[config.mk]
export PLATFORM = sky130hd
export DESIGN_NAME = pal_frame_tx
export DESIGN_NICKNAME = d
export VERILOG_FILES = /design/src/rtl/pal_frame_tx.sv
export SDC_FILE = /design/constraint.sdc
export NUM_CORES = 1
export LEC_CHECK = 0
export ABC_AREA = 0
export CAP_MARGIN = 20
export CORE_ASPECT_RATIO = 0.6
export CORE_MARGIN = 2
export CORE_UTILIZATION = 30
export CTS_CLUSTER_SIZE = 28
export DETAILED_ROUTE_END_ITERATION = 8
export SYNTH_ARGS = -nofsm -noshare
export SYNTH_HDL_FRONTEND = slang
export SYNTH_SLANG_ARGS = --single-unit
[constraint.sdc]
create_clock -name i_clk -period 4.81 [get_ports i_clk]
set_input_delay 0.481 -clock i_clk [delete_from_list [all_inputs] [get_ports i_clk]]
set_output_delay 0.481 -clock i_clk [all_outputs]
set_load 0.01 [all_outputs]
[src/rtl/pal_frame_tx.sv]
// Frame transmitter for the pipe_pal byte link: buffers a burst of words, then
// emits SOF, LEN, payload (MSB byte first) and a zero-sum checksum byte.
module pal_frame_tx #(
  parameter int          W_DATA  = 32,
  parameter int          MAX_LEN = 16,
  parameter logic [7:0]  SOF     = 8'hA5
) (
  input  logic              i_clk,
  input  logic              resetn,
  input  logic              s_valid,
  output logic              s_ready,
  input  logic [W_DATA-1:0] s_data,
  input  logic              s_last,
  output logic              m_valid,
  input  logic              m_ready,
  output logic [7:0]        m_byte,
  output logic              m_last,
  output logic              o_trunc
);

  localparam int B  = W_DATA / 8;
  localparam int CW = $clog2(MAX_LEN + 1);
  localparam int AW = (MAX_LEN > 1) ? $clog2(MAX_LEN) : 1;
  localparam int BW = (B > 1) ? $clog2(B) : 1;
  localparam logic [CW-1:0] CNT_LAST  = CW'(MAX_LEN - 1);
  localparam logic [BW-1:0] BYTE_LAST = BW'(B - 1);

  typedef enum logic [2:0] {
    COLLECT, SEND_SOF, SEND_LEN, SEND_DATA, SEND_CSUM
  } state_t;

  state_t            state;
  logic [CW-1:0]     count;
  logic [AW-1:0]     word_idx;
  logic [BW-1:0]     byte_idx;
  logic [7:0]        csum;
  logic [W_DATA-1:0] buffer [MAX_LEN];
  logic [W_DATA-1:0] shifted;
  logic              s_hs;
  logic              m_hs;

  // Handshake qualifiers depend only on the state register, never on the peer's valid/ready.
  assign s_ready = (state == COLLECT);
  assign m_valid = (state != COLLECT);
  assign m_last  = (state == SEND_CSUM);
  assign s_hs    = s_valid && s_ready;
  assign m_hs    = m_valid && m_ready;

  assign shifted = buffer[word_idx] << {byte_idx, 3'b000};

  // NOTE: every output of a combinational block gets a default first, so no path infers a latch.
  always_comb begin
    m_byte = 8'h00;
    unique case (state)
      SEND_SOF:  m_byte = SOF;
      SEND_LEN:  m_byte = 8'(count);
      SEND_DATA: m_byte = shifted[W_DATA-1 -: 8];
      SEND_CSUM: m_byte = 8'h00 - csum;
      default:   m_byte = 8'h00;
    endcase
  end

  // NOTE: the payload buffer is storage only; it is never read before being written, so it has no reset.
  always_ff @(posedge i_clk) begin
    if (s_hs) buffer[count[AW-1:0]] <= s_data;
  end

  // NOTE: sequential state uses non-blocking assignments so every register samples pre-edge values.
  always_ff @(posedge i_clk or negedge resetn) begin
    if (!resetn) begin
      state    <= COLLECT;
      count    <= '0;
      word_idx <= '0;
      byte_idx <= '0;
      csum     <= '0;
      o_trunc  <= 1'b0;
    end else begin
      o_trunc <= 1'b0;
      unique case (state)
        COLLECT: begin
          if (s_hs) begin
            count <= count + CW'(1);
            if (s_last || count == CNT_LAST) state <= SEND_SOF;
            o_trunc <= !s_last && (count == CNT_LAST);
          end
        end
        SEND_SOF: begin
          if (m_hs) state <= SEND_LEN;
        end
        SEND_LEN: begin
          if (m_hs) begin
            csum     <= csum + m_byte;
            word_idx <= '0;
            byte_idx <= '0;
            state    <= SEND_DATA;
          end
        end
        SEND_DATA: begin
          if (m_hs) begin
            csum <= csum + m_byte;
            if (byte_idx == BYTE_LAST) begin
              byte_idx <= '0;
              if (CW'(word_idx) == count - CW'(1)) begin
                word_idx <= '0;
                state    <= SEND_CSUM;
              end else begin
                word_idx <= word_idx + AW'(1);
              end
            end else begin
              byte_idx <= byte_idx + BW'(1);
            end
          end
        end
        SEND_CSUM: begin
          if (m_hs) begin
            count <= '0;
            csum  <= '0;
            state <= COLLECT;
          end
        end
        default: state <= COLLECT;
      endcase
    end
  end

endmodule

### Yosys cells after proc, flatten, opt, wreduce, memory -nomap -nowiden

Memory sizes are Yosys's and may differ from the RTL's.
Cells that the tools add are included.

* $add $sub $neg: 6
* equality and inequality tests: 16
* shift operators: 1
* multiplexer cells: 29
* reductions and logical operators: 16

Operator list (count)
* $pmux 8 s4: 1
* $shl 32x5->32: 1
* $mux 3: 8
* $mux 4: 4
* $mux 8: 2
* $pmux 8 s2: 1
* $pmux 3 s5: 1
* $mux 5: 2
* $ne 2x2->1 const B: 5
* $pmux 5 s2: 1
* $reduce_and 3->1: 3
* $add 8x8->8: 1
* $ne 2x1->1 const B: 4
* $pmux 4 s2: 1
* $reduce_and 8->1: 1
* $sub 1x8->8 const A: 1
* $eq 3x2->1 const B: 2
* $mux 2: 3
* $reduce_bool 2->1: 3
* $add 5x1->5 const B: 1
* $eq 4x5->1: 1
* $eq 5x4->1 const B: 1
* $sub 5x1->5 const B: 1
* $add 4x1->4 const B: 1
* 13 further kinds: 18

* register bits after elaboration: 23
* bits in writable memories: 512
* input bits: 37
* output and inout bits: 12
* logic and storage cells: 75
* memories: 1

Memories
* buffer: depth 16, width 32, rd ports 1, clocked after Yosys merged registers in 0, wr ports 1, RTL line 37 `logic [W_DATA-1:0] buffer [MAX_LEN];`

### Logic depth before layout (Yosys ltp)

Gate-level depths: netlist of the first run.

* depth after elaboration: 6
* gate-level depth with buffers: 17
* gate-level depth less buffers: 13

### Least setup slack after synthesis of the first run

OpenSTA, ideal clock, no wires.

* path kind: flip-flop to flip-flop
* from: reg word_idx[0]
* to: reg csum[7]
* library setup time: 142 ps
* arrival time: 4559 ps
* data required time: 4668 ps
* setup slack: 109 ps
* stages on the path, launching flop included: 17
* path buffers: 3
* period minus slack after synthesis: 4701 ps
* cell sequence: dfrtp_1 -> buf_6 -> buf_2 -> buf_2 -> mux4_2 -> mux4_2 -> mux4_2 -> nand3_1 -> o21ai_0 -> ha_1 -> a21o_1 -> a21oi_1 -> o21bai_1 -> a2111oi_0 -> nor2_1 -> o32ai_1 -> o221ai_1

* cells in the longest elaborated chain, start to end: 6

RTL lines
* start, declared: RTL line 34 `logic [AW-1:0] word_idx;`
* start signal, assigned: RTL line 107 `word_idx <= word_idx + AW'(1);`
* $mem_v2 16x32
* $shl 32x5->32: RTL line 49 `assign shifted = buffer[word_idx] << {byte_idx, 3'b000};`
* $pmux 8 s4: RTL line 54 `unique case (state)`
* via m_byte[1]: RTL line 16 `output logic [7:0] m_byte,`
* $add 8x8->8: RTL line 92, 100
* $mux 8: RTL line 91, 99
* $pmux 8 s2: RTL line 79 `unique case (state)`
* end signal, assigned: RTL line 92 `csum <= csum + m_byte;`
* end signal, assigned: RTL line 100 `csum <= csum + m_byte;`
* end, declared: RTL line 36 `logic [7:0] csum;`

The timed path passes the listed nets, and every way through them passes these cells. The select of a mux whose other input is x is not followed.
A chain may end at the register's enable or synchronous reset.

### Worst setup path in the final report of the first run

* from: reg word_idx[0]
* to: out m_byte[3]

* cells in the longest elaborated chain, start to end: 3

RTL lines (RTL line)
* $mem_v2 16x32
* $shl 32x5->32: 49
* $pmux 8 s4: 54
* end, declared: 16

Every way passes these cells.

==> results_dict.tcl, run 1 <==
set metrics [dict create \
    ys.flop_type "edfxtp_1" \
    cts_tree "done" \
    core-area_um2 70000 \
    crit_type "register to output port" \
    status "completed" \
    final_cell_mix "edfxtp_1 (512), mux4_2 (163), clkdlybuf4s50_1 (48)" \
    cts_num_sinks 535 \
    vias 10200 \
    antenna_found_initial 1 \
    grt_max_degree 44 \
    post_cts.repair.setup_buffers 0 \
    first_pass_iters 5 \
    die_area_um2 73200 \
    num_antenna_cells 0 \
    ys_types 54 \
    cts_buffers 45 \
    holdCritPathClass "input pin to async pin" \
    hpwl_mm 29.0 \
    cts-root-buf "clkbuf_16" \
    critPathMaxFanout 29 \
    synth_edf_count 512 \
    drv_slew 0 \
    finalClockSkew_ns 0.0113 \
    overflow 0 \
    max_slew_margin 0.349 \
    syn_area_um2 21300 \
    htreeDepth 2 \
    drc 0 \
    final_antenna_net_count 0 \
    viasPerCell 5.06 \
    rsz0062_at_grt "false" \
    ir_worst_vdd_uv 240 \
    fmax_mhz 219 \
    clock_path_buffers 3 \
    final_common_cell "edfxtp_1" \
    startpoint_type "register" \
    finalHoldViolations 0 \
    fin_util 0.353 \
    grt_pass1_wl_mm 73.0 \
    tns_ns 0 \
    syn_area_per_cell_um2 22.1 \
    pin_count 49 \
    tightest_slew_ns 0.974 \
    globalplace.congestion 0.792 \
    grt_usage 0.136 \
    grt_pass1_vias 10400 \
    area_delta_synth_final_pct 16.0 \
    synth_nets 1018 \
    clk_pin_slew_ns 0.07 \
    finalCritPeriodShare 0.951 \
    worstSkewPairLatency_ns 0.57 \
    synth_cells 965 \
    period_needed_ns 4.57 \
    drt_wl_total_mm 49.5 \
    cp.arrival_ns 4.09 \
    power_density_nw_per_um2 472 \
    io_buffers 48 \
    synth_seq_cells 535 \
    wl_per_cell_um 24.5 \
    yosysWarningCount 0 \
    endpoint_kind "output port" \
    die_h_um 210 \
    layout.nets 1111 \
    critPathRequiredTime_ns 4.33 \
    drv_cap 0 \
    drive_gt1_frac 0.278 \
    async_flop_share 0.0430 \
    start_util 0.304 \
    setup_violations 0 \
    synth-seq-area-share 0.749 \
    drt-initial-drc-count 1117 \
    die_w_um 348 \
    leakage_nw 7.48 \
    rows 75 \
]
-- final cells by class --
| class | count | area (um2) |
|---|---|---|
| Fill cell | 6412 | 45300 |
| Sequential cell | 535 | 16000 |
| Multi-Input combinational cell | 367 | 5150 |
| Tap cell | 924 | 1160 |
| Clock buffer | 51 | 1150 |
| Timing Repair Buffer | 98 | 943 |
| Clock inverter | 30 | 292 |
| Inverter | 11 | 41.3 |
-- timing repair --
item | 4_1_cts | 5_1_grt
hold buffers | 0 | 0
endpoints found under the hold margin | 0 | 0
gates resized for setup | 0 | 2
setup endpoints to repair | 0 | 1
-- cell families (layout without fill, tap and decap cells) --
logic type	after synthesis	count (layout)	synth area share
XOR/XNOR	18	18	0.00741
AO/OA/AOI/OAI	69	69	0.0213
multiplexers	172	172	0.177
AND/OR/NAND/NOR	91	91	0.0206
flip-flops	535	535	0.749
adder cells (fa/ha/maj)	17	17	0.0102
buffers and inverters	63	190	0.0141
-- cells in the mapped netlist (all sizes together), types with 5 or more instances --
cell type,number,area (um2)
edfxtp,512,15400
ha,15,188
nor2,20,75.1
nor2b,5,31.3
dfrtp,23,576
o21ai,20,100
inv,11,41.3
xor2,10,87.6
nor4,5,31.3
a21oi,12,60.1
nand2,28,105
buf,22,145
mux4,163,3670
nand3,8,40.0
nor3,9,45.0
clkbuf,30,113
xnor2,8,70.1
mux2i,7,70.1
-- power by group --
group          leakage, nW  switching (mW)  internal, mW
registers             4.90           0.195          5.29
logic                 1.88            1.28          1.23
clock network        0.710            1.65          2.00
total                 7.48            3.12          8.52
-- flip-flops by register name, summed over array words and instances (netlist names) --
register  flops
byte_idx      2
word_idx      4
state         3
o_trunc       1
csum          8
count         5
buffer      512
-- metrics by stage --
stage / cells / hold slack, ns / cell area, um2 / total power [mW] / setup slack [ns]
detailed placement: 1935 / 0.572 / 23200 / 8.11 / 0.0312
finish: 2016 / 0.284 / 24700 / 11.6 / 0.237
global placement: 1935 / 0.556 / 23200 / 8.08 / 0.0553
global route: 2016 / 0.315 / 24700 / 12.2 / 0.00581
CTS: 2016 / 0.271 / 24700 / 11.8 / 0.0135
floorplan: 965 / 0.185 / 21300 / 7.23 / 0.109
-- metal layers --
layer	share of wire	GRT usage	up-vias
met5	0.00022	0	-
met3	0.073	0.0280	61
li1	-	-	4257
met4	0.014	0.0237	2
met2	0.44	0.203	365
met1	0.47	0.208	5509
-- critical path, cell delays in order, from the launching register on --
cell and delay [ns]:
dfrtp_4 0.48, buf_12 0.25, buf_4 0.35, mux4_2 0.54, mux4_2 0.50, mux4_2 0.49, nand3_1 0.09, o21ai_0 0.12
buf_4 0.19, clkdlybuf4s50_1 0.47
-- worst paths after layout --
kind	startpoint	endpoint	slack (ns)	cells after the start
worst max-delay path	word_idx[0]$_DFFE_PN0P_	m_byte[3]	0.24	9
worst min-delay path	resetn	csum[3]$_DFFE_PN0P_	0.28	2
worst max register to register	word_idx[0]$_DFFE_PN0P_	csum[7]$_DFFE_PN0P_	0.24	14
worst min register to register	count[4]$_DFFE_PN0P_	count[4]$_DFFE_PN0P_	0.57	2
max in group asynchronous	resetn	word_idx[1]$_DFFE_PN0P_	4.22	2
min in group i_clk	s_last	o_trunc$_DFF_PN0_	0.49	2
Note: power is estimated with default switching activity, not from simulation.
==> run 2: changes to the inputs <==
- CORE_MARGIN: 2 -> 8
- RECOVER_POWER: default -> 25
==> run 2 against run 1 <==
- first-iteration DRC count grew 4.6%
- critical path depth did not move
- die area is 9.4% higher
- wire length is 2.1% higher
- global-route usage down 1.3 points
- setup slack lost 0.020 ns
- total power down 1.1%
- cell area hardly changed
- largest power group unchanged
- highest routed layer unchanged
- the run now ends with capacitance limit, slew limit left
==> results_dict.tcl, run 2 (synthesis results as in run 1) <==
set metrics [dict create \
    status "finished with violations" \
    violations "capacitance limit, slew limit" \
    met2_usage 0.179 \
    grt_usage 0.123 \
    area_delta_synth_final_pct 16.0 \
    worst_path_max_delay_cell "mux4_2" \
    drt-initial-drc-count 1168 \
    grtUsageMet3 0.0287 \
    die_h_um 222 \
    htreeDepth 2 \
    clock_path_buffers 3 \
    finalCritPeriodShare 0.955 \
    rsz0062_at_grt "false" \
    startpoint_type "register" \
    finalClockSkew_ns 0.0153 \
    holdCritPathClass "input pin to register" \
    dp_slack_ns 0.186 \
    finalHoldViolations 0 \
    grt_max_degree 34 \
    drive_gt1_frac 0.275 \
    drt_wl_total_mm 50.5 \
    start_util 0.304 \
    hpwl_mm 29.2 \
    leakage_nw 7.48 \
    critPathRequiredTime_ns 4.33 \
    critical-path-top-delay-family "multiplexers" \
    clk_pin_slew_ns 0.06 \
    grt_pass1_wl_mm 74.0 \
    cp.arrival_ns 4.11 \
    ir_worst_vdd_uv 304 \
    io_buffers 48 \
    antenna_found_initial 8 \
    critPathMaxFanout 18 \
    largest_reg_flops 512 \
    tns_ns 0 \
    globalplace.congestion 0.817 \
    core-area_um2 70000 \
    max_slew_margin -0.00558 \
    use_met1 0.188 \
    cts_num_sinks 535 \
    critPathBufInv 4 \
    tightest_slew_ns 1.51 \
    power_density_nw_per_um2 467 \
    die_area_um2 80000 \
    cts-root-buf "clkbuf_16" \
    drv_cap 1 \
    setup_violations 0 \
    viasPerCell 5.08 \
    fmax_mhz 218 \
    worst_slack_ns 0.216 \
    final_cell_mix "edfxtp_1 (512), mux4_2 (163), clkbuf_16 (48)" \
    worstSkewPairLatency_ns 0.57 \
    crit_chain "buf_12 -> buf_16 -> buf_4 -> mux4_2 -> mux4_2 -> mux4_2 -> nor2b_1 -> o22ai_1 -> clkdlybuf4s50_1" \
    rows 75 \
    overflow 0 \
    wl_per_cell_um 24.9 \
    top_usage_layer "met1" \
    drv_slew 24 \
    num-fill-cells 6448 \
    final_common_cell "edfxtp_1" \
    endpoint_kind "output port" \
    cts_buffers 46 \
    vias 10300 \
    layout.nets 1119 \
    crit_type "register to output port" \
    cpMostUsedCell "mux4_2" \
    die_w_um 360 \
    critPathMaxStageDelay_ns 0.55 \
    pin_count 49 \
    first_pass_iters 5 \
    final_antenna_net_count 0 \
    period_needed_ns 4.59 \
    cts_tree "done" \
    drc 0 \
    grt_pass1_vias 10400 \
]
## run 2: cell types whose count changed in the layout (fill, tap and decap cells not counted), moves of 2 or more
cell,before,now
clkdlybuf4s50_1,48,29
dlygate4sd3_1,0,19
clkbuf_1,6,14
bufinv_16,5,0
buf_4,43,47
clkbuf_16,45,48
clkinv_1,9,12
clkinv_2,9,6
diode_2,0,3
buf_12,7,5
buf_16,0,2
## run 2: power breakdown
part           internal, mW  switching [mW]
registers              5.29           0.218
logic                  1.27            1.29
clock network          1.80            1.65
## run 2: layout make-up
type | instances | area (um2) | area share
antenna | 3 | 7.51 | 0.000304
clock buffer | 60 | 1220 | 0.0496
clock inverter | 23 | 118 | 0.00476
inverter | 11 | 41.3 | 0.00167
multi-input combinational | 367 | 5150 | 0.209
sequential | 535 | 16000 | 0.646
tap | 924 | 1160 | 0.0468
timing repair buffer | 105 | 1030 | 0.0417
## run 2: path summary, 6_finish.rpt
path | startpoint | end | slack [ns] | cells past startpoint
hold reg to reg | count[4]$_DFFE_PN0P_ | count[4]$_DFFE_PN0P_ | 0.59 | 2
setup reg to reg | word_idx[0]$_DFFE_PN0P_ | csum[7]$_DFFE_PN0P_ | 0.36 | 14
setup / recovery | word_idx[0]$_DFFE_PN0P_ | m_byte[5] | 0.22 | 9
min in group asynchronous | resetn | csum[4]$_DFFE_PN0P_ | 0.82 | 2
max in group asynchronous | resetn | word_idx[1]$_DFFE_PN0P_ | 2.92 | 2
hold / removal | s_last | o_trunc$_DFF_PN0_ | 0.48 | 2
## run 2: per-layer routing
metal,vias up,part of all wire,wire (um)
li1,4282,-,-
met4,8,0.014,730
met2,327,0.44,22100
met5,-,0.0031,155
met3,78,0.068,3460
met1,5601,0.48,24100
## run 2: through the flow
step | instances | power, mW | utilization | hold slack [ns] | cell area (um2)
after floorplan | 965 | 7.23 | - | 0.185 | 21300
after global placement | 1937 | 8.10 | 0.332 | 0.557 | 23300
after detailed placement | 1937 | 8.13 | 0.332 | 0.570 | 23300
after CTS | 2020 | 11.6 | 0.351 | 0.285 | 24600
after global routing | 2026 | 12.0 | 0.353 | 0.477 | 24700
final | 2028 | 11.5 | 0.353 | 0.480 | 24700
## run 2: timing repair
item / CTS / global route
resized for setup: 0 / 6
setup endpoints to repair: 0 / 1
endpoints found under the hold margin: 0 / 0
hold buffers: 0 / 0
setup buffers: 0 / 4
## run 2: worst register-to-register path, stage by stage (launching register included)
cell	delay [ns]
dfrtp_4	0.51
buf_12	0.20
buf_16	0.22
buf_4	0.28
mux4_2	0.54
mux4_2	0.47
mux4_2	0.55
nor2b_1	0.15
o22ai_1	0.11
ha_1	0.35
or3_1	0.37
o21ai_0	0.12
nor2_1	0.07
o32ai_1	0.22
o221ai_1	0.15
